===== src/rtl/quad_spi_pkg.sv =====
// Shared definitions for the quad-SPI blocks: the master frame FSM state
// encoding and the lane count (one nibble per sclk cycle).
// Ports: none (package).
package quad_spi_pkg;

  localparam int NIBBLE_W = 4;

  typedef enum logic [2:0] {
    IDLE  = 3'd0,
    SETUP = 3'd1,
    HIGH  = 3'd2,
    LOW   = 3'd3,
    HOLD  = 3'd4,
    GAP   = 3'd5
  } qspi_state_t;

endpackage


===== src/rtl/quad_spi_master_if.sv =====
// System-side byte interface of the quad-SPI master.
// Ports: tx_data/tx_valid (request), tx_ready/busy (status), rx_data/rx_valid (response).
// master = system requester, slave = the quad_spi_master block.
interface quad_spi_master_if #(
  parameter int DATA_W = 8
);
  logic [DATA_W-1:0] tx_data;
  logic              tx_valid;
  logic              tx_ready;
  logic [DATA_W-1:0] rx_data;
  logic              rx_valid;
  logic              busy;

  modport master (
    output tx_data, tx_valid,
    input  tx_ready, rx_data, rx_valid, busy
  );

  modport slave (
    input  tx_data, tx_valid,
    output tx_ready, rx_data, rx_valid, busy
  );
endinterface


===== src/rtl/quad_spi_master.sv =====
// Quad-SPI master: one DATA_W frame per chip select, a nibble per sclk, MS nibble first, full duplex.
// Latency: rx_valid (2N+1)*CLK_DIV clocks after acceptance; ready again after (2N+2)*CLK_DIV.
// Backpressure: tx_ready low for the whole frame; requests while busy are ignored.
// Ports: clk, reset_n (async active-low), sys (byte interface, slave modport),
//        sclk/cs_n/mosi[3:0] to the slave pins, miso[3:0] from the slave.
module quad_spi_master
  import quad_spi_pkg::*;
#(
  parameter int CLK_DIV = 2,
  parameter int DATA_W  = 8
) (
  input  logic                clk,
  input  logic                reset_n,
  quad_spi_master_if.slave    sys,
  output logic                sclk,
  output logic                cs_n,
  output logic [NIBBLE_W-1:0] mosi,
  input  logic [NIBBLE_W-1:0] miso
);

  localparam int N  = DATA_W / NIBBLE_W;
  localparam int CW = $clog2(CLK_DIV);
  localparam int NW = (N > 1) ? $clog2(N) : 1;

  localparam logic [CW-1:0] CNT_LOAD = CW'(CLK_DIV - 1);
  localparam logic [NW-1:0] NIB_LAST = NW'(N - 1);

  qspi_state_t         state_q, state_d;
  logic [CW-1:0]       cnt_q, cnt_d;
  logic [NW-1:0]       nib_q, nib_d;
  logic [DATA_W-1:0]   tx_sh_q, tx_sh_d;
  logic [DATA_W-1:0]   rx_sh_q, rx_sh_d;
  logic [DATA_W-1:0]   rx_data_q, rx_data_d;
  logic                rx_valid_q, rx_valid_d;
  logic                sclk_q, sclk_d;
  logic                cs_n_q, cs_n_d;
  logic [NIBBLE_W-1:0] mosi_q, mosi_d;
  logic                tx_ready_q, tx_ready_d;
  logic                busy_q, busy_d;

  logic              expire;
  logic              last_nib;
  logic              accept;
  logic [DATA_W-1:0] tx_next;

  assign expire   = (cnt_q == '0);
  assign last_nib = (nib_q == NIB_LAST);
  assign tx_next  = tx_sh_q << NIBBLE_W;

  // A request waiting at GAP expiry starts the next frame on that same edge,
  // so back-to-back frames keep cs_n high for exactly CLK_DIV clocks.
  assign accept = sys.tx_valid && ((state_q == IDLE) || ((state_q == GAP) && expire));

  // State and datapath registers
  always_ff @(posedge clk or negedge reset_n) begin
    if (!reset_n) begin
      state_q    <= IDLE;
      cnt_q      <= '0;
      nib_q      <= '0;
      tx_sh_q    <= '0;
      rx_sh_q    <= '0;
      rx_data_q  <= '0;
      rx_valid_q <= 1'b0;
      sclk_q     <= 1'b0;
      cs_n_q     <= 1'b1;
      mosi_q     <= '0;
      tx_ready_q <= 1'b1;
      busy_q     <= 1'b0;
    end else begin
      state_q    <= state_d;
      cnt_q      <= cnt_d;
      nib_q      <= nib_d;
      tx_sh_q    <= tx_sh_d;
      rx_sh_q    <= rx_sh_d;
      rx_data_q  <= rx_data_d;
      rx_valid_q <= rx_valid_d;
      sclk_q     <= sclk_d;
      cs_n_q     <= cs_n_d;
      mosi_q     <= mosi_d;
      tx_ready_q <= tx_ready_d;
      busy_q     <= busy_d;
    end
  end

  // Next-state logic
  always_comb begin
    state_d = state_q;
    unique case (state_q)
      IDLE:    if (accept) state_d = SETUP;
      SETUP:   if (expire) state_d = HIGH;
      HIGH:    if (expire) state_d = last_nib ? HOLD : LOW;
      LOW:     if (expire) state_d = HIGH;
      HOLD:    if (expire) state_d = GAP;
      GAP:     if (expire) state_d = accept ? SETUP : IDLE;
      default: state_d = IDLE;
    endcase
  end

  // Output / datapath next values
  always_comb begin
    // The divider reloads on every state expiry and sits preloaded in IDLE.
    cnt_d      = (expire || (state_q == IDLE)) ? CNT_LOAD : cnt_q - 1'b1;
    nib_d      = nib_q;
    tx_sh_d    = tx_sh_q;
    rx_sh_d    = rx_sh_q;
    rx_data_d  = rx_data_q;
    rx_valid_d = 1'b0;
    sclk_d     = sclk_q;
    cs_n_d     = cs_n_q;
    mosi_d     = mosi_q;
    tx_ready_d = tx_ready_q;
    busy_d     = busy_q;

    if (accept) begin
      tx_sh_d    = sys.tx_data;
      mosi_d     = sys.tx_data[DATA_W-1 -: NIBBLE_W];
      rx_sh_d    = '0;
      nib_d      = '0;
      cs_n_d     = 1'b0;
      tx_ready_d = 1'b0;
      busy_d     = 1'b1;
    end else begin
      unique case (state_q)
        SETUP, LOW: begin
          if (expire) sclk_d = 1'b1;
        end
        HIGH: begin
          if (expire) begin
            sclk_d  = 1'b0;
            // miso has been stable for the whole high phase; sample it here.
            rx_sh_d = (rx_sh_q << NIBBLE_W) | DATA_W'(miso);
            if (!last_nib) begin
              tx_sh_d = tx_next;
              mosi_d  = tx_next[DATA_W-1 -: NIBBLE_W];
              nib_d   = nib_q + 1'b1;
            end
          end
        end
        HOLD: begin
          if (expire) begin
            cs_n_d     = 1'b1;
            mosi_d     = '0;
            rx_data_d  = rx_sh_q;
            rx_valid_d = 1'b1;
          end
        end
        GAP: begin
          if (expire) begin
            tx_ready_d = 1'b1;
            busy_d     = 1'b0;
          end
        end
        default: ;
      endcase
    end
  end

  assign sys.tx_ready = tx_ready_q;
  assign sys.busy     = busy_q;
  assign sys.rx_data  = rx_data_q;
  assign sys.rx_valid = rx_valid_q;
  assign sclk         = sclk_q;
  assign cs_n         = cs_n_q;
  assign mosi         = mosi_q;

endmodule


===== src/flat_wrapper.sv =====
// flat-port wrapper written by rule: the top's interface ports become plain ports
module quad_spi_master_flat import quad_spi_pkg::*;
#(
  parameter int CLK_DIV = 2,
  parameter int DATA_W  = 8
)
  (clk, reset_n, sclk, cs_n, mosi, miso, sys_tx_data, sys_tx_valid, sys_tx_ready, sys_rx_data, sys_rx_valid, sys_busy);
  quad_spi_master_if #(.DATA_W(DATA_W)) sys_i ();
  input  logic clk;
  input  logic reset_n;
  output logic sclk;
  output logic cs_n;
  output logic [NIBBLE_W-1:0] mosi;
  input  logic [NIBBLE_W-1:0] miso;
  input wire logic [$bits(sys_i.tx_data)-1:0] sys_tx_data;
  input wire logic [$bits(sys_i.tx_valid)-1:0] sys_tx_valid;
  output wire logic [$bits(sys_i.tx_ready)-1:0] sys_tx_ready;
  output wire logic [$bits(sys_i.rx_data)-1:0] sys_rx_data;
  output wire logic [$bits(sys_i.rx_valid)-1:0] sys_rx_valid;
  output wire logic [$bits(sys_i.busy)-1:0] sys_busy;
  assign sys_i.tx_data = sys_tx_data;
  assign sys_i.tx_valid = sys_tx_valid;
  assign sys_tx_ready = sys_i.tx_ready;
  assign sys_rx_data = sys_i.rx_data;
  assign sys_rx_valid = sys_i.rx_valid;
  assign sys_busy = sys_i.busy;
  quad_spi_master #(.CLK_DIV(CLK_DIV), .DATA_W(DATA_W)) u_core (.clk(clk), .reset_n(reset_n), .sys(sys_i), .sclk(sclk), .cs_n(cs_n), .mosi(mosi), .miso(miso));
endmodule

===== config.mk =====
export PLATFORM = sky130hd
export DESIGN_NAME = quad_spi_master_flat
export DESIGN_NICKNAME = d
export VERILOG_FILES = /design/src/rtl/quad_spi_pkg.sv /design/src/rtl/quad_spi_master_if.sv /design/src/rtl/quad_spi_master.sv /design/src/flat_wrapper.sv
export SDC_FILE = /design/constraint.sdc
export NUM_CORES = 1
export LEC_CHECK = 0
export CORE_ASPECT_RATIO = 2
export CORE_MARGIN = 8
export CORE_UTILIZATION = 42
export DETAILED_ROUTE_END_ITERATION = 8
export PLACE_DENSITY = 0.68
export SYNTH_ARGS = -nofsm -noshare
export SYNTH_HDL_FRONTEND = slang
export SYNTH_SLANG_ARGS = --single-unit

===== constraint.sdc =====
create_clock -name clk -period 2.08 [get_ports clk]
set_input_delay 0.624 -clock clk [delete_from_list [all_inputs] [get_ports clk]]
set_output_delay 0.624 -clock clk [all_outputs]
set_load 0.02 [all_outputs]

# Yosys cells after proc, flatten, opt, wreduce, memory -nomap -nowiden
# Index checks and enable logic that the tools add are counted.
[word_totals]
regBits = 34
latch_bits = 0
ramBits = 0
mem_bits_ro = 0
input_bits = 15
wordCells = 88
n_memories = 0
[classes]
n_addsub = 2
multipliers = 0
div_mod_pow = 0
magnitude_cmp = 0
eq_ne = 15
n_shift = 0
mux = 37
n_bitwise = 3
n_reduce_logical = 19
[ops]
columns = ["operator", "count"]
rows = [
  ["$mux W4", 8],
  ["$mux W8", 3],
  ["$mux W3", 6],
  ["$mux W1", 17],
  ["$pmux W3 S5", 1],
  ["$ne A2 B2 Y1 const B", 6],
  ["$ne A3 B3 Y1 const B", 3],
  ["$or A8 B4 Y8", 1],
  ["$pmux W4 S2", 1],
  ["$reduce_and A4 Y1", 2],
  ["$reduce_bool A2 Y1", 4],
  ["$eq A3 B2 Y1 const B", 2],
  ["$eq A3 B3 Y1 const B", 2],
  ["$reduce_and A2 Y1", 3],
  ["$reduce_and A3 Y1", 2],
  ["$reduce_and A5 Y1", 1],
  ["$eq A3 B1 Y1 const B", 1],
  ["$logic_not A3 Y1", 1],
  ["$reduce_bool A3 Y1", 1],
  ["$logic_and A1 B1 Y1", 2],
  ["$logic_or A1 B1 Y1", 2],
  ["$ne A2 B1 Y1 const B", 1],
  ["$not A1 Y1", 2],
  ["$pmux W1 S2", 1],
  ["other kinds (3)", 3],
]

# Depth between registers and ports, before layout
[logic_depth]
depth_word = 7
depth_mapped = 6
ltp_nobuf = 4

# Worst setup path before layout
# OpenSTA, ideal clock, no wires.
[synth_path]
path_kind = "register to register"
start = "register u_core.cnt_q"
end = "register u_core.nib_q (netlist: u_core.last_nib)"
arrival_time_ps = 1382
path_slack_ps = 558
path_stages_with_launch = 6
path_buffers = 2
synth_period_minus_slack_ps = 1522
path_cell_list = "dfrtp_1 > nand2b_1 > a2111oi_4 > buf_6 > buf_6 > o21ai_0"
[synth_between]
elab_chain_cells = 6
elab_cells_between_ends = 8
[synth_lines]
columns = ["item", "line_no", "text"]
rows = [
  ["from (decl)", "quad_spi_master.sv:29", "logic [CW-1:0] cnt_q, cnt_d;"],
  ["from (signal assigned)", "quad_spi_master.sv:71", "cnt_q <= cnt_d;"],
  ["$not A1 Y1 (no line)", "n/a", ""],
  ["$logic_and A1 B1 Y1", "quad_spi_master.sv:52", "assign accept = sys.tx_valid && ((state_q == IDLE) || ((state_q == GAP) && expire));"],
  ["$logic_or A1 B1 Y1", "quad_spi_master.sv:52", ""],
  ["$logic_and A1 B1 Y1", "quad_spi_master.sv:52", ""],
  ["$ne A2 B2 Y1 (no line) or $reduce_bool A2 Y1 (tied branches)", "n/a", ""],
  ["$reduce_and A2 Y1 (no line)", "n/a", ""],
  ["to (signal assigned)", "quad_spi_master.sv:72", "nib_q <= nib_d;"],
  ["to (decl)", "quad_spi_master.sv:30", "logic [NW-1:0] nib_q, nib_d;"],
]
# Parallel ways exist; a longest one is shown, timed or not.
# A chain may end at the register's enable or synchronous reset.

# Final worst setup path
[layout_path]
start = "register u_core.cs_n_q (netlist: u_core.cs_n)"
end = "output port cs_n"
[layout_rtl]
columns = ["item", "line_no", "text"]
rows = [
  ["from (decl)", "quad_spi_master.sv:36", "logic cs_n_q, cs_n_d;"],
  ["from (signal assigned)", "quad_spi_master.sv:78", "cs_n_q <= cs_n_d;"],
  ["to (decl)", "flat_wrapper.sv:12", "output logic cs_n;"],
]
# No word-level cell between the ends.

==> load_flow_metrics.sql <==
INSERT INTO impl_metrics (metric_group, metric, value, unit) VALUES
('outcome', 'status', 'finished clean', ''),
('global_route', 'global_route_wire_length_before_repair', '5.49', 'mm'),
('synthesis', 'synth.area.top_cells', 'sky130_fd_sc_hd__dfrtp_1 (54%), sky130_fd_sc_hd__nand2_1 (6.6%), sky130_fd_sc_hd__o21ai_0 (6.4%)', ''),
('sta', 'final-setup-viol-count', '0', ''),
('floorplan', 'total_i_o_pin_count', '32', ''),
('power_and_ir_drop', 'power.switching_fraction', '37.4', '%'),
('synthesis', 'synth.distinct_cells', '26', ''),
('min_path', 'worst_hold_path_type', 'reg -> reg', ''),
('synthesis', 'syn_nets', '152', ''),
('job', 'max_cap_violations', '0', ''),
('routing', 'average_detailed_routed_wire_length_per_instance', '16.1', 'µm'),
('sta', 'timing.final.ws_setup', '41.7', 'ps'),
('power_and_ir_drop', 'vdd_ir_drop_max', '0.00101', 'V'),
('setup_path', 'timing.critical_path.max_delay_family', 'buffers and inverters', ''),
('cts', 'root_buffer', 'sky130_fd_sc_hd__clkbuf_8', ''),
('global_route', 'gr-total-overflow', '0', ''),
('synthesis', 'postSynth.asyncResetShare', '100', '%'),
('setup_path', 'buffers_and_inverters_on_the_worst_path', '1', ''),
('power_and_ir_drop', 'p_switching', '1.14', 'mW'),
('routing', 'postRouteWirelength', '3.31', 'mm'),
('setup_path', 'crit_path_cell_trace', 'clkdlybuf4s50_1', ''),
('cts', 'clock_tree.buffer_depth', '2', ''),
('sta', 'max-slew-margin-rel', '60.8', '%'),
('routing', 'detail_route.first_pass.iterations', '4', ''),
('sta', 'timing.setup.tns', '0', 'ps'),
('cts', 'cts_tree', 'done', ''),
('synthesis', 'yosys.area.top_type_share', '53.9', '%'),
('setup_path', 'worst-setup-path-type', 'reg -> out', ''),
('power_and_ir_drop', 'power_frac_comb', '40.5', '%'),
('routing', 'vias_per_cell', '5.41', ''),
('sta', 'final_setup_skew', '8.47', 'ps'),
('routing', 'ant_nets', '0', ''),
('synthesis', 'synth_cells', '137', ''),
('layout', 'nFillCells', '305', ''),
('cts', 'tritoncts.num_buffers', '5', ''),
('place', 'port_buffers', '31', ''),
('synthesis', 'mappedNetlistArea', '1490', 'µm²'),
('cts', 'cts_sinks', '34', ''),
('synthesis', 'avg_inst_size_synth', '10.8', 'µm²'),
('global_route', 'gr-usage-all-layers', '12.3', '%'),
('layout', 'layout-drive-gt1-share', '14.9', '%'),
('power_and_ir_drop', 'portion_of_total_power_attributed_to_sequential_cells', '39.9', '%'),
('global_route', 'initial_antenna_violation_count', '0', ''),
('layout', 'postLayoutCellArea', '1940', 'µm²'),
('synthesis', 'postSynth.topFlopCell', 'sky130_fd_sc_hd__dfrtp_1', ''),
('synthesis', 'ys_seq_area_share', '57.4', '%'),
('floorplan', 'die-width', '58.1', 'µm'),
('setup_path', 'required', '1460', 'ps'),
('power_and_ir_drop', 'totalPowerFinal', '3.05', 'mW'),
('routing', 'route.detailed.drc', '0', ''),
('global_route', 'grt_pass1_vias', '1211', ''),
('layout', 'design.final.nets', '188', ''),
('setup_path', 'worstPathMaxFanout', '2', ''),
('floorplan', 'placeableCoreArea', '3380', 'µm²'),
('sta', 'rsz0062_at_grt', 'no', ''),
('synthesis', 'synthDominantAreaCellType', 'sky130_fd_sc_hd__dfrtp_1', ''),
('layout', 'antennaDiodeCount', '0', ''),
('routing', 'first_iter_violations', '24', ''),
('setup_path', 'slowest_stage', 'sky130_fd_sc_hd__clkdlybuf4s50_1', ''),
('place', 'gp_congestion', '0.771', ''),
('setup_path', 'cpPeakStageDelay', '600', 'ps'),
('place', 'placement.cell_area', '1830', 'µm²'),
('sta', 'timing.final.crit_share', '98.0', '%'),
('power_and_ir_drop', 'leakagePower', '0.856', 'nW'),
('place', 'minimum_setup_slack_after_placement', '50.0', 'ps'),
('floorplan', 'die_height', '100', 'µm'),
('sta', 'finalCriticalPeriod', '2040', 'ps'),
('power_and_ir_drop', 'power_density', '1570', 'nW/µm²'),
('layout', 'area_added_between_synthesis_and_finish', '30.5', '%'),
('setup_path', 'worstSetupStartpointType', 'flop', ''),
('cts', 'clk_pin_slew_worst_paths', '70', 'ps');
cells in the mapped netlist, drive strengths merged (2+ instances only):
master  number
a21o         4
a21oi        5
a22o         5
a32o         2
buf          6
dfrtp       32
dfstp        2
inv          5
mux2         8
nand2       26
nand2b       5
nor2         4
nor2b        2
nor3         3
o21ai       19
or3          2
sequential cells by signal, summed over array words and instances (netlist names):
name	flops
u_core.state_q	3
u_core.sys.rx_valid	1
u_core.tx_sh_q	4
u_core.rx_sh_q	8
u_core.sys.tx_ready	1
u_core.mosi	4
u_core.sys.rx_data	8
u_core.sclk	1
u_core.last_nib	1
u_core.cnt_q	1
u_core.sys.busy	1
u_core.cs_n	1
metrics by stage:
stage	hold WS [ps]	cells	utilization [%]
after CTS	483	206	57.3
after global placement	473	198	54.1
final	476	206	57.4
after floorplan	328	137	-
after global routing	503	206	57.4
after detailed placement	472	198	54.1
layout by cell type, fill, tap and decap left out, drive strengths merged:
master,n
a22o,5
clkdlybuf4s50,30
o21bai,1
inv,5
buf,5
a22oi,1
nor2b,2
a21oi,5
a2111oi,1
o21ai,19
a21o,4
a32o,2
nor2,4
nor3,3
nand2,26
dlymetal6s2s,1
dfstp,2
mux2,8
nand2b,5
clkinv,2
o211ai,1
or3,2
o31ai,1
clkbuf,5
bufinv,1
dfrtp,32
o22ai,1
cell type report:
class,count,area (µm²),share of cell area [%]
Clock buffer,5,68.8,3.55
Inverter,5,18.8,0.968
Multi-Input combinational cell,91,568,29.3
Clock inverter,3,40.0,2.06
Sequential cell,34,853,44.0
Tap cell,32,40.0,2.06
Timing Repair Buffer,36,350,18.1
power groups by stage:
stage	clock network, mW	logic [mW]	registers (mW)
2_1_floorplan	0	0.695	1.29
3_3_place_gp	0	1.22	1.21
3_5_place_dp	0	1.26	1.23
4_1_cts	0.609	1.26	1.22
5_1_grt	0.634	1.36	1.25
6_report	0.597	1.24	1.22
cell families (layout without fill, tap and decap cells):
family | Yosys count | in the layout | share of synthesized area [%]
buffers and inverters | 12 | 49 | 4.38
AND/OR/NAND/NOR | 42 | 42 | 13.5
multiplexers | 8 | 8 | 6.06
flip-flops | 34 | 34 | 57.4
AO/OA/AOI/OAI | 41 | 41 | 18.7
routing by layer:
layer	vias up	part of all wire [%]	wire, µm	global-route usage [%]
met4	0	2.6	87	7.41
met2	21	55	1810	21.8
met3	8	3.8	125	4.62
met1	539	39	1290	11.5
met5	-	0	0	0
li1	546	-	-	-
worst register-to-register path: cells and delay by family, from the launching register on:
| family | cells | cell delay (ps) |
|---|---|---|
| AO/OA/AOI/OAI | 3 | 700 |
| buffers and inverters | 1 | 240 |
| flip-flops | 1 | 640 |
| AND/OR/NAND/NOR | 1 | 290 |
final timing paths:
path | start | to | slack (ps) | cells after the start
worst max-delay path | u_core.cs_n | cs_n | 40 | 1
worst min-delay path | u_core.cs_n | u_core.cs_n | 480 | 2
worst max register to register | u_core.state_q[0] | u_core.mosi[0] | 160 | 5
worst min register to register | u_core.cs_n | u_core.cs_n | 480 | 2
max in group asynchronous | reset_n | u_core.cs_n | 1000 | 2
min in group asynchronous | reset_n | u_core.sclk | 740 | 2
timing repair:
item / CTS / global route
setup endpoints to repair: 0 / 1
gates resized for setup: 0 / 1
setup buffers: 0 / 0
No activity file was read; power rests on OpenSTA's default activity.
